**config.mk**
```make
export PLATFORM = sky130hd
export DESIGN_NAME = cpu_control_unit
export DESIGN_NICKNAME = d
export VERILOG_FILES = /design/src/rtl/cpu_cu_pkg.sv /design/src/rtl/cu_decode.sv /design/src/rtl/cpu_control_unit.sv
export SDC_FILE = /design/constraint.sdc
export NUM_CORES = 1
export LEC_CHECK = 0
export BUFFER_PORTS_ARGS = -buffer_cell sky130_fd_sc_hd__buf_2
export CAP_MARGIN = 25
export CORE_AREA = 2 2 39 41
export CTS_CLUSTER_DIAMETER = 60
export DETAILED_ROUTE_END_ITERATION = 16
export DIE_AREA = 0 0 41 43
export HOLD_SLACK_MARGIN = 0.12
export PLACE_DENSITY = 0.66
export SLEW_MARGIN = 10
export SYNTH_ARGS = -nofsm -noshare
export SYNTH_HDL_FRONTEND = slang
export SYNTH_SLANG_ARGS = --single-unit
```
**constraint.sdc**
```tcl
create_clock -name clk -period 1.3 [get_ports clk]
set_input_delay 0 -clock clk [delete_from_list [all_inputs] [get_ports clk]]
set_output_delay 0 -clock clk [all_outputs]
set_load 0.05 [all_outputs]
```
**src/rtl/cpu_cu_pkg.sv**
```systemverilog
// Shared types for the CPU control unit: FSM state encodings, opcodes,
// instruction classes and the branch-condition select.
package cpu_cu_pkg;

    typedef enum logic [3:0] {
        S_RESET   = 4'd0,
        S_IDLE    = 4'd1,
        S_FETCH   = 4'd2,
        S_DECODE  = 4'd3,
        S_ALU     = 4'd4,
        S_LD      = 4'd5,
        S_ST      = 4'd6,
        S_LDI     = 4'd7,
        S_JMP     = 4'd8,
        S_BR      = 4'd9,
        S_HALT    = 4'd10,
        S_ILLEGAL = 4'd11
    } cu_state_e;

    localparam logic [6:0] OP_LD   = 7'h40;
    localparam logic [6:0] OP_ST   = 7'h41;
    localparam logic [6:0] OP_LDI  = 7'h42;
    localparam logic [6:0] OP_JMP  = 7'h43;
    localparam logic [6:0] OP_BZ   = 7'h44;
    localparam logic [6:0] OP_BNZ  = 7'h45;
    localparam logic [6:0] OP_BC   = 7'h46;
    localparam logic [6:0] OP_BN   = 7'h47;
    localparam logic [6:0] OP_HALT = 7'h7F;

    typedef enum logic [2:0] {
        IC_ALU  = 3'd0,
        IC_LD   = 3'd1,
        IC_ST   = 3'd2,
        IC_LDI  = 3'd3,
        IC_JMP  = 3'd4,
        IC_BR   = 3'd5,
        IC_HALT = 3'd6,
        IC_BAD  = 3'd7
    } instr_class_e;

    // Branch select equals the low two opcode bits of BZ/BNZ/BC/BN.
    typedef enum logic [1:0] {
        BR_Z  = 2'd0,
        BR_NZ = 2'd1,
        BR_C  = 2'd2,
        BR_N  = 2'd3
    } br_sel_e;

    function automatic cu_state_e exec_state(instr_class_e ic, logic illegal_halts);
        cu_state_e st;
        case (ic)
            IC_ALU:  st = S_ALU;
            IC_LD:   st = S_LD;
            IC_ST:   st = S_ST;
            IC_LDI:  st = S_LDI;
            IC_JMP:  st = S_JMP;
            IC_BR:   st = S_BR;
            IC_HALT: st = S_HALT;
            IC_BAD:  st = illegal_halts ? S_ILLEGAL : S_IDLE;
            default: st = S_RESET;
        endcase
        return st;
    endfunction

endpackage

```
**src/rtl/cu_decode.sv**
```systemverilog
// Combinational opcode decode: classifies the registered IR opcode and
// extracts the branch-condition select.
module cu_decode
    import cpu_cu_pkg::*;
(
    input  logic [6:0] opcode_i,
    output logic [2:0] iclass_o,
    output logic [1:0] br_sel_o
);

    // Opcode classification; anything not listed is undefined.
    always_comb begin
        iclass_o = IC_BAD;
        br_sel_o = opcode_i[1:0];
        if (opcode_i[6] == 1'b0) begin
            iclass_o = IC_ALU;
        end else begin
            case (opcode_i)
                OP_LD:   iclass_o = IC_LD;
                OP_ST:   iclass_o = IC_ST;
                OP_LDI:  iclass_o = IC_LDI;
                OP_JMP:  iclass_o = IC_JMP;
                OP_BZ, OP_BNZ, OP_BC, OP_BN: iclass_o = IC_BR;
                OP_HALT: iclass_o = IC_HALT;
                default: iclass_o = IC_BAD;
            endcase
        end
    end

endmodule

```
**src/rtl/cpu_control_unit.sv**
```systemverilog
// Multi-cycle control FSM sequencing the CPU execution unit.
// Optional CU_STATE_DEBUG_EN adds state_dbg and instr_cnt outputs.
module cpu_control_unit
    import cpu_cu_pkg::*;
#(
    parameter logic ILLEGAL_HALTS = 1'b1
) (
    input  logic        clk,
    input  logic        reset,
    input  logic        run,
    input  logic [15:0] ir,
    input  logic        C,
    input  logic        N,
    input  logic        Z,
    output logic        adr_sel,
    output logic        s_sel,
    output logic        pc_ld,
    output logic        pc_inc,
    output logic        reg_w_en,
    output logic        ir_ld,
    output logic        mem_we,
    output logic        halted,
`ifdef CU_STATE_DEBUG_EN
    output logic        illegal,
    output logic [3:0]  state_dbg,
    output logic [15:0] instr_cnt
`else
    output logic        illegal
`endif
);

    cu_state_e    state_q;
    cu_state_e    state_d;
    logic [2:0]   iclass_raw_s;
    logic [1:0]   br_sel_raw_s;
    instr_class_e iclass_s;
    br_sel_e      br_sel_s;
    logic         unused_ir_s;

    assign unused_ir_s = ^ir[8:0];

    cu_decode u_decode (
        .opcode_i (ir[15:9]),
        .iclass_o (iclass_raw_s),
        .br_sel_o (br_sel_raw_s)
    );

    assign iclass_s = instr_class_e'(iclass_raw_s);
    assign br_sel_s = br_sel_e'(br_sel_raw_s);

    // State register.
    always_ff @(posedge clk or posedge reset) begin
        if (reset) begin
            state_q <= S_RESET;
        end else begin
            state_q <= state_d;
        end
    end

    // Next-state logic; stray encodings recover through S_RESET.
    always_comb begin
        state_d = S_RESET;
        case (state_q)
            S_RESET:   state_d = S_IDLE;
            S_IDLE:    state_d = run ? S_FETCH : S_IDLE;
            S_FETCH:   state_d = S_DECODE;
            S_DECODE:  state_d = exec_state(iclass_s, ILLEGAL_HALTS);
            S_ALU, S_LD, S_ST, S_LDI, S_JMP, S_BR: state_d = S_IDLE;
            S_HALT:    state_d = S_HALT;
            S_ILLEGAL: state_d = S_ILLEGAL;
            default:   state_d = S_RESET;
        endcase
    end

    // Strobe decode from the current state; branch load is Mealy on the flags.
    always_comb begin
        adr_sel  = 1'b0;
        s_sel    = 1'b0;
        pc_ld    = 1'b0;
        pc_inc   = 1'b0;
        reg_w_en = 1'b0;
        ir_ld    = 1'b0;
        mem_we   = 1'b0;
        halted   = 1'b0;
        illegal  = 1'b0;
        case (state_q)
            S_FETCH: begin
                ir_ld  = 1'b1;
                pc_inc = 1'b1;
            end
            S_ALU: begin
                reg_w_en = 1'b1;
            end
            S_LD: begin
                adr_sel  = 1'b1;
                s_sel    = 1'b1;
                reg_w_en = 1'b1;
            end
            S_ST: begin
                adr_sel = 1'b1;
                mem_we  = 1'b1;
            end
            S_LDI: begin
                s_sel    = 1'b1;
                reg_w_en = 1'b1;
                pc_inc   = 1'b1;
            end
            S_JMP: begin
                pc_ld = 1'b1;
            end
            S_BR: begin
                case (br_sel_s)
                    BR_Z:    pc_ld = Z;
                    BR_NZ:   pc_ld = ~Z;
                    BR_C:    pc_ld = C;
                    BR_N:    pc_ld = N;
                    default: pc_ld = 1'b0;
                endcase
            end
            S_HALT: begin
                halted = 1'b1;
            end
            S_ILLEGAL: begin
                halted  = 1'b1;
                illegal = 1'b1;
            end
            default: begin
                adr_sel = 1'b0;
            end
        endcase
    end

`ifdef CU_STATE_DEBUG_EN
    logic [15:0] instr_cnt_q;
    logic [15:0] instr_cnt_d;
    logic        in_exec_s;

    // Every execute state lasts exactly one cycle, so each cycle spent there retires one instruction.
    always_comb begin
        in_exec_s = 1'b0;
        case (state_q)
            S_ALU, S_LD, S_ST, S_LDI, S_JMP, S_BR: in_exec_s = 1'b1;
            default: in_exec_s = 1'b0;
        endcase
        if (in_exec_s && (instr_cnt_q != 16'hFFFF)) begin
            instr_cnt_d = instr_cnt_q + 16'd1;
        end else begin
            instr_cnt_d = instr_cnt_q;
        end
    end

    // Retired-instruction counter register.
    always_ff @(posedge clk or posedge reset) begin
        if (reset) begin
            instr_cnt_q <= 16'd0;
        end else begin
            instr_cnt_q <= instr_cnt_d;
        end
    end

    assign state_dbg = state_q;
    assign instr_cnt = instr_cnt_q;
`endif

endmodule

```
==> impl_metrics.yaml, run 1 <==
logic_synthesis:
  syn-mean-instance-area_um2: 8.42
  synth_top_family_by_area: "simple AND/OR/NAND/NOR gates"
  post_synth_inst_count: 48
  post_synth_xor_area_fraction: 0.0433
  count_of_unique_library_cells_instantiated_by_yosys: 31
  ys_ff_latch: 4
  synth_mux_area_frac: 0.0774
  syn_area_um2: 404
  synth-adder-area-share: 0
  synth_fp_nets: 70
  post_synthesis_compound_gate_area_fraction: 0.198
  synth_seq_area_share: 0.248
  simple_gate_share_of_the_synthesized_area: 0.375
  synthesis.yosys.warnings: 0
timing:
  achievable-frequency_mhz: 770
  final.setup_skew_ns: 0.0140
  post-route-min-period_ns: 1.30
  finalSetupTns_ns: 0
  worst-slew-pin-transition_ns: 0.292
  total_count_of_max_transition_violations_in_the_final_report: 0
  holdWs_ns: 0.149
  final-setup-viol-count: 0
  worst_slew_margin_rel: 0.800
  fin_crit_sh: 1.00
  report.final.hold_viol_count: 0
  grt_setup_unrepaired: "yes"
worst_hold_path:
  hold_path_depth: 4
  worst_hold_startpoint: "ir[12]"
  hold_path_end: "state_q[1]"
  min-delay-path-class: "primary input to register"
cells_and_area:
  layout.nets: 109
  final_core_utilization: 0.594
  layoutNonFillerInstCount: 102
  diodes: 0
  mostFrequentLayoutCell: "sky130_fd_sc_hd__buf_2"
  largest_register: "state_q"
  largest_reg_flops: 4
  reg_top3: "state_q x4"
  final_layout_size_suffix_gt1_frac: 0.628
  area.growth.synth_to_final_pct: 103
  mostFrequentLayoutCells: "13 x sky130_fd_sc_hd__buf_2, 12 x sky130_fd_sc_hd__buf_4, 7 x sky130_fd_sc_hd__buf_6"
global_route:
  maximum_number_of_pins_on_one_net_before_global_route_repair: 9
  global_route.usage.total: 0.158
  grt_pass1_wl_mm: 1.88
  vias_in_the_first_global_route: 465
  grt_overflow_total: 0
  antenna_found_initial: 0
critical_path:
  logic_depth_of_the_worst_register_to_register_path: 4
  timing_worst_setup_path_type: "register to primary output"
  critical_path.endpoint_type: "primary output"
  timing.rr.start: "state_q[0]"
  worst_ep_arrival_time_ns: 1.30
  critical-path-max-stage-delay_ns: 0.43
  timing.critical_path.from_type: "register"
  cp_cell_sequence: "buf_6, a2111oi_4, buf_6"
  crit_required_ns: 1.30
  r2r_slack_ns: 0.05
  worst_path_max_delay_cell: "sky130_fd_sc_hd__dfrtp_2"
  timing.critical_path.mode_cell: "sky130_fd_sc_hd__buf_6"
  critical_path.max_fanout: 5
  r2r_end: "state_q[0]"
clocking:
  cts.reportedPaths.clkPinSlew_ns: 0.05
  clock-sinks: 4
  clk-insertion-delay-late_ns: 0.24
  cts-root-buf: "sky130_fd_sc_hd__clkbuf_4"
  numCtsBuffers: 3
  clock_tree.buffer_depth: 2
  cts_tree: "done"
  clock_h_tree_levels: 1
die:
  die_span_in_x_um: 41
  row_count: 14
  effective_utilization_at_floorplan: 0.292
  top_ports: 31
  die-area_um2: 1760
  coreArea_um2: 1380
  chipHeight_um: 43
flow_run:
  cap_viol_max_count: 0
placed_design:
  placement.io_buffers: 21
  detailed_place_hpwl_um: 815
  routabilityCongestion: 0.827
  place.detailed.instances: 89
detailed_routing:
  drt-total-wl_mm: 1.16
  via_count: 520
  ratio_of_routed_vias_to_standard_cells: 5.10
  detail_route.iter0.violations: 6
  first_pass_iters: 4
  detail-route-antenna-nets: 0
  detail_route.drc_violations: 0
  route.detailed.wl_per_inst_um: 11.4
pwr:
  total_power_w: 0.00175
  p_per_area_nw_per_um2: 2130
  leakage_nw: 0.374
  vdd.ir_drop.worst_mv: 0.845
outcome:
  outcome: "complete, no violations"
-- worst max-delay path by stage --
stage / startpoint / endpoint / slack (ns) / cells past startpoint
2_1_floorplan: state_q[2] / illegal / -0.08 / 3
3_3_place_gp: state_q[2] / state_q[0] / 0.07 / 3
3_5_place_dp: state_q[0] / pc_ld / 0.07 / 3
4_1_cts: state_q[0] / pc_ld / -0.01 / 3
5_1_grt: state_q[0] / pc_ld / -0.06 / 3
6_report: state_q[0] / pc_ld / 0.0005 / 3
-- kinds of logic after synthesis --
family | after synthesis
AND/OR/NAND/NOR | 23
AO/OA/AOI/OAI | 10
buffers and inverters | 6
flip-flops | 4
multiplexers | 3
XOR/XNOR | 2
-- worst max-delay path, delay by kind of cell, from the launching register on --
family | cells | cell delay [ns]
compound gates | 1 | 0.30
buf+inv | 2 | 0.34
flops | 1 | 0.43
-- stage by stage --
stage / area, µm² / setup WS, ns
2_1_floorplan: 484 / -0.0821
3_3_place_gp: 633 / 0.0724
3_5_place_dp: 633 / 0.0686
4_1_cts: 766 / -0.0125
5_1_grt: 822 / -0.0553
6_report: 822 / 0.000537
-- layout make-up --
class	count	area [µm²]
sequential	4	105
multi-input combinational	38	365
tap	16	20.0
fill	114	562
clock buffer	4	26.3
inverter	3	11.3
timing repair buffer	37	294
-- cell usage after synthesis --
library cell,number,area share
sky130_fd_sc_hd__nor3_1,1,0.012
sky130_fd_sc_hd__nand2b_1,4,0.062
sky130_fd_sc_hd__o21bai_1,1,0.019
sky130_fd_sc_hd__xor2_1,1,0.022
sky130_fd_sc_hd__nor2b_1,2,0.031
sky130_fd_sc_hd__and3b_1,2,0.043
sky130_fd_sc_hd__a21o_1,1,0.019
sky130_fd_sc_hd__o2bb2ai_1,1,0.022
sky130_fd_sc_hd__a21oi_1,1,0.012
sky130_fd_sc_hd__nor3b_1,2,0.037
sky130_fd_sc_hd__and3_1,1,0.015
sky130_fd_sc_hd__and4_1,1,0.022
sky130_fd_sc_hd__mux2_1,1,0.028
sky130_fd_sc_hd__nand3_1,1,0.012
sky130_fd_sc_hd__o21ai_0,3,0.037
sky130_fd_sc_hd__a2111oi_2,1,0.037
sky130_fd_sc_hd__and2_1,1,0.015
sky130_fd_sc_hd__or3_1,1,0.015
sky130_fd_sc_hd__dfrtp_1,4,0.25
sky130_fd_sc_hd__nand4_1,1,0.015
sky130_fd_sc_hd__nor2_1,2,0.019
sky130_fd_sc_hd__xnor2_1,1,0.022
sky130_fd_sc_hd__buf_2,1,0.012
sky130_fd_sc_hd__clkbuf_1,2,0.019
sky130_fd_sc_hd__nand2_1,2,0.019
sky130_fd_sc_hd__a32o_1,1,0.025
sky130_fd_sc_hd__o2111a_1,1,0.028
sky130_fd_sc_hd__mux2i_1,2,0.050
sky130_fd_sc_hd__nor4b_2,1,0.037
sky130_fd_sc_hd__inv_1,3,0.028
sky130_fd_sc_hd__nand3b_1,1,0.019
-- where the power goes --
group / total [W] / internal, W / switching (W)
registers: 0.000310 / 0.000191 / 0.000119
clock network: 0.000171 / 0.000115 / 0.0000560
logic: 0.00127 / 0.000641 / 0.000625
-- routing by layer --
layer	up-vias	track usage	wire, µm
met5	-	0	0
met4	0	0.107	17
met3	2	0.0524	84
met2	27	0.228	618
met1	241	0.190	440
li1	250	-	-
-- timing repair --
item                                    CTS  global route
pin swaps                                 0             2
hold endpoints to repair                  6             0
setup buffers                             5             1
endpoints found under the setup margin    9             9
hold buffers                              3             0
resized for setup                        15            11
gates cloned                              0             0
Power figures use the tool's default switching activity.
==> run 2: changes to the inputs <==
REMOVE_ABC_BUFFERS = 1   (was default)
==> run 2 against run 1 <==
Clock skew shrank 0.012 ns. Sequential share of layout area grew 0.31 points. Power shrank 3.6%. Combinational power shrank 4%. Highest routed layer is now met3.
==> impl_metrics.yaml, run 2 (synthesized netlist as in run 1, its figures left out) <==
cells_and_area:
  final_layout_size_suffix_gt1_frac: 0.619
  layout.nets: 108
  layoutNonFillerInstCount: 100
  largest_reg_flops: 4
  reg_top3: "state_q x4"
  mostFrequentLayoutCell: "sky130_fd_sc_hd__buf_2"
  area.growth.synth_to_final_pct: 96.3
  mostFrequentLayoutCells: "14 x sky130_fd_sc_hd__buf_2, 10 x sky130_fd_sc_hd__buf_4, 8 x sky130_fd_sc_hd__buf_6"
  largest_register: "state_q"
  diodes: 0
timing:
  grt_setup_unrepaired: "yes"
  final.setup_skew_ns: 0.00164
  fin_crit_sh: 0.993
  worst_case_setup_margin_in_the_final_layout_ns: 0.00962
  achievable-frequency_mhz: 775
  worst-slew-pin-transition_ns: 0.273
  post-route-min-period_ns: 1.29
  final-setup-viol-count: 0
  holdWs_ns: 0.141
  worst_slew_margin_rel: 0.813
  finalSetupTns_ns: 0
  report.final.hold_viol_count: 0
  total_count_of_max_transition_violations_in_the_final_report: 0
global_route:
  global_route.usage.total: 0.152
  maximum_number_of_pins_on_one_net_before_global_route_repair: 8
  vias_in_the_first_global_route: 439
  grt_pass1_wl_mm: 1.81
  grt_overflow_total: 0
  antenna_found_initial: 0
placed_design:
  detailed_place_hpwl_um: 760
  routabilityCongestion: 0.715
  dpl_worst_slack_ns: 0.0686
  place.detailed.instances: 87
  placement.io_buffers: 21
outcome:
  outcome: "complete, no violations"
critical_path:
  timing_worst_setup_path_type: "register to primary output"
  r2r_slack_ns: 0.03
  r2r_end: "state_q[0]"
  worst_ep_arrival_time_ns: 1.29
  critical-path-max-stage-delay_ns: 0.47
  timing.critical_path.from_type: "register"
  cp_cell_sequence: "nor3b_2, and2_4, buf_8"
  timing.rr.start: "state_q[0]"
  critical_path.endpoint_type: "primary output"
  crit_required_ns: 1.30
  worst_path_dominant_cell_family: "flip-flops"
  worst_path_max_delay_cell: "sky130_fd_sc_hd__dfrtp_2"
  timing.critical_path.buf_inv: 1
  logic_depth_of_the_worst_register_to_register_path: 4
  critical_path.max_fanout: 7
pwr:
  vdd.ir_drop.worst_mv: 0.720
  leakage_nw: 0.379
  p_per_area_nw_per_um2: 2120
  total_power_w: 0.00168
die:
  chipHeight_um: 43
  effective_utilization_at_floorplan: 0.292
  die_span_in_x_um: 41
  die-area_um2: 1760
  row_count: 14
  top_ports: 31
  coreArea_um2: 1380
clocking:
  clk-insertion-delay-late_ns: 0.23
  cts-root-buf: "sky130_fd_sc_hd__clkbuf_4"
  clock_tree.buffer_depth: 2
  cts_tree: "done"
  clock-sinks: 4
  clock_h_tree_levels: 1
  numCtsBuffers: 3
  cts.reportedPaths.clkPinSlew_ns: 0.04
detailed_routing:
  detail_route.drc_violations: 0
  via_count: 489
  route.detailed.wl_per_inst_um: 11.8
  detail_route.iter0.violations: 4
  first_pass_iters: 4
  detail-route-antenna-nets: 0
  ratio_of_routed_vias_to_standard_cells: 4.89
  drt-total-wl_mm: 1.18
flow_run:
  cap_viol_max_count: 0
worst_hold_path:
  hold_path_depth: 4
  worst_hold_startpoint: "ir[12]"
  min-delay-path-class: "primary input to register"
  hold_path_end: "state_q[1]"
[run 2: how the worst max path moves through the flow]
stage	from	endpoint	slack (ns)	cells after the start
finish	state_q[2]	illegal	0.01	3
floorplan	state_q[1]	illegal	-1.0	2
detailed placement	state_q[0]	pc_inc	0.07	4
global placement	state_q[0]	pc_inc	0.07	4
global route	state_q[0]	pc_inc	-0.04	4
CTS	state_q[1]	adr_sel	-0.005	4
[run 2: cell type report]
cell class / instances / area (µm²)
well taps: 16 / 20.0
clock buffers: 3 / 22.5
flip-flops and latches: 4 / 104
inverters: 3 / 11.3
multi-input cells: 38 / 355
fillers: 130 / 591
repair buffers: 36 / 280
[run 2: what timing repair did]
item | 4_1_cts | 5_1_grt
gates cloned | 0 | 0
endpoints found under the hold margin | 6 | 0
pin swaps | 3 | 4
resized for setup | 19 | 16
hold buffers | 3 | 0
setup buffers | 5 | 2
endpoints found under the setup margin | 8 | 9
[run 2: metrics by stage]
stage	area (µm²)	util
after global routing	793	0.573
after global placement	554	0.401
after floorplan	392	-
final	793	0.573
after detailed placement	554	0.401
after CTS	718	0.519
[run 2: where the power goes]
group          total (W)  leakage, nW  internal [W]  switching, W
combinational    0.00122        0.318      0.000605      0.000620
sequential      0.000310       0.0469      0.000188      0.000122
clock           0.000149       0.0138      0.000103     0.0000465
[run 2: per-layer routing]
| metal | vias up | track usage | share of wire |
|---|---|---|---|
| li1 | 249 | - | - |
| met1 | 227 | 0.189 | 0.42 |
| met2 | 13 | 0.244 | 0.55 |
| met3 | 0 | 0.0628 | 0.031 |
| met4 | 0 | 0.0200 | 0 |
| met5 | - | 0 | 0 |
[run 2: tightest hold or removal path, cell delays in order]
cell	delay, ns
sky130_fd_sc_hd__buf_2	0.09
sky130_fd_sc_hd__nor4b_2	0.05
sky130_fd_sc_hd__o21ai_0	0.07
sky130_fd_sc_hd__o2bb2ai_1	0.11
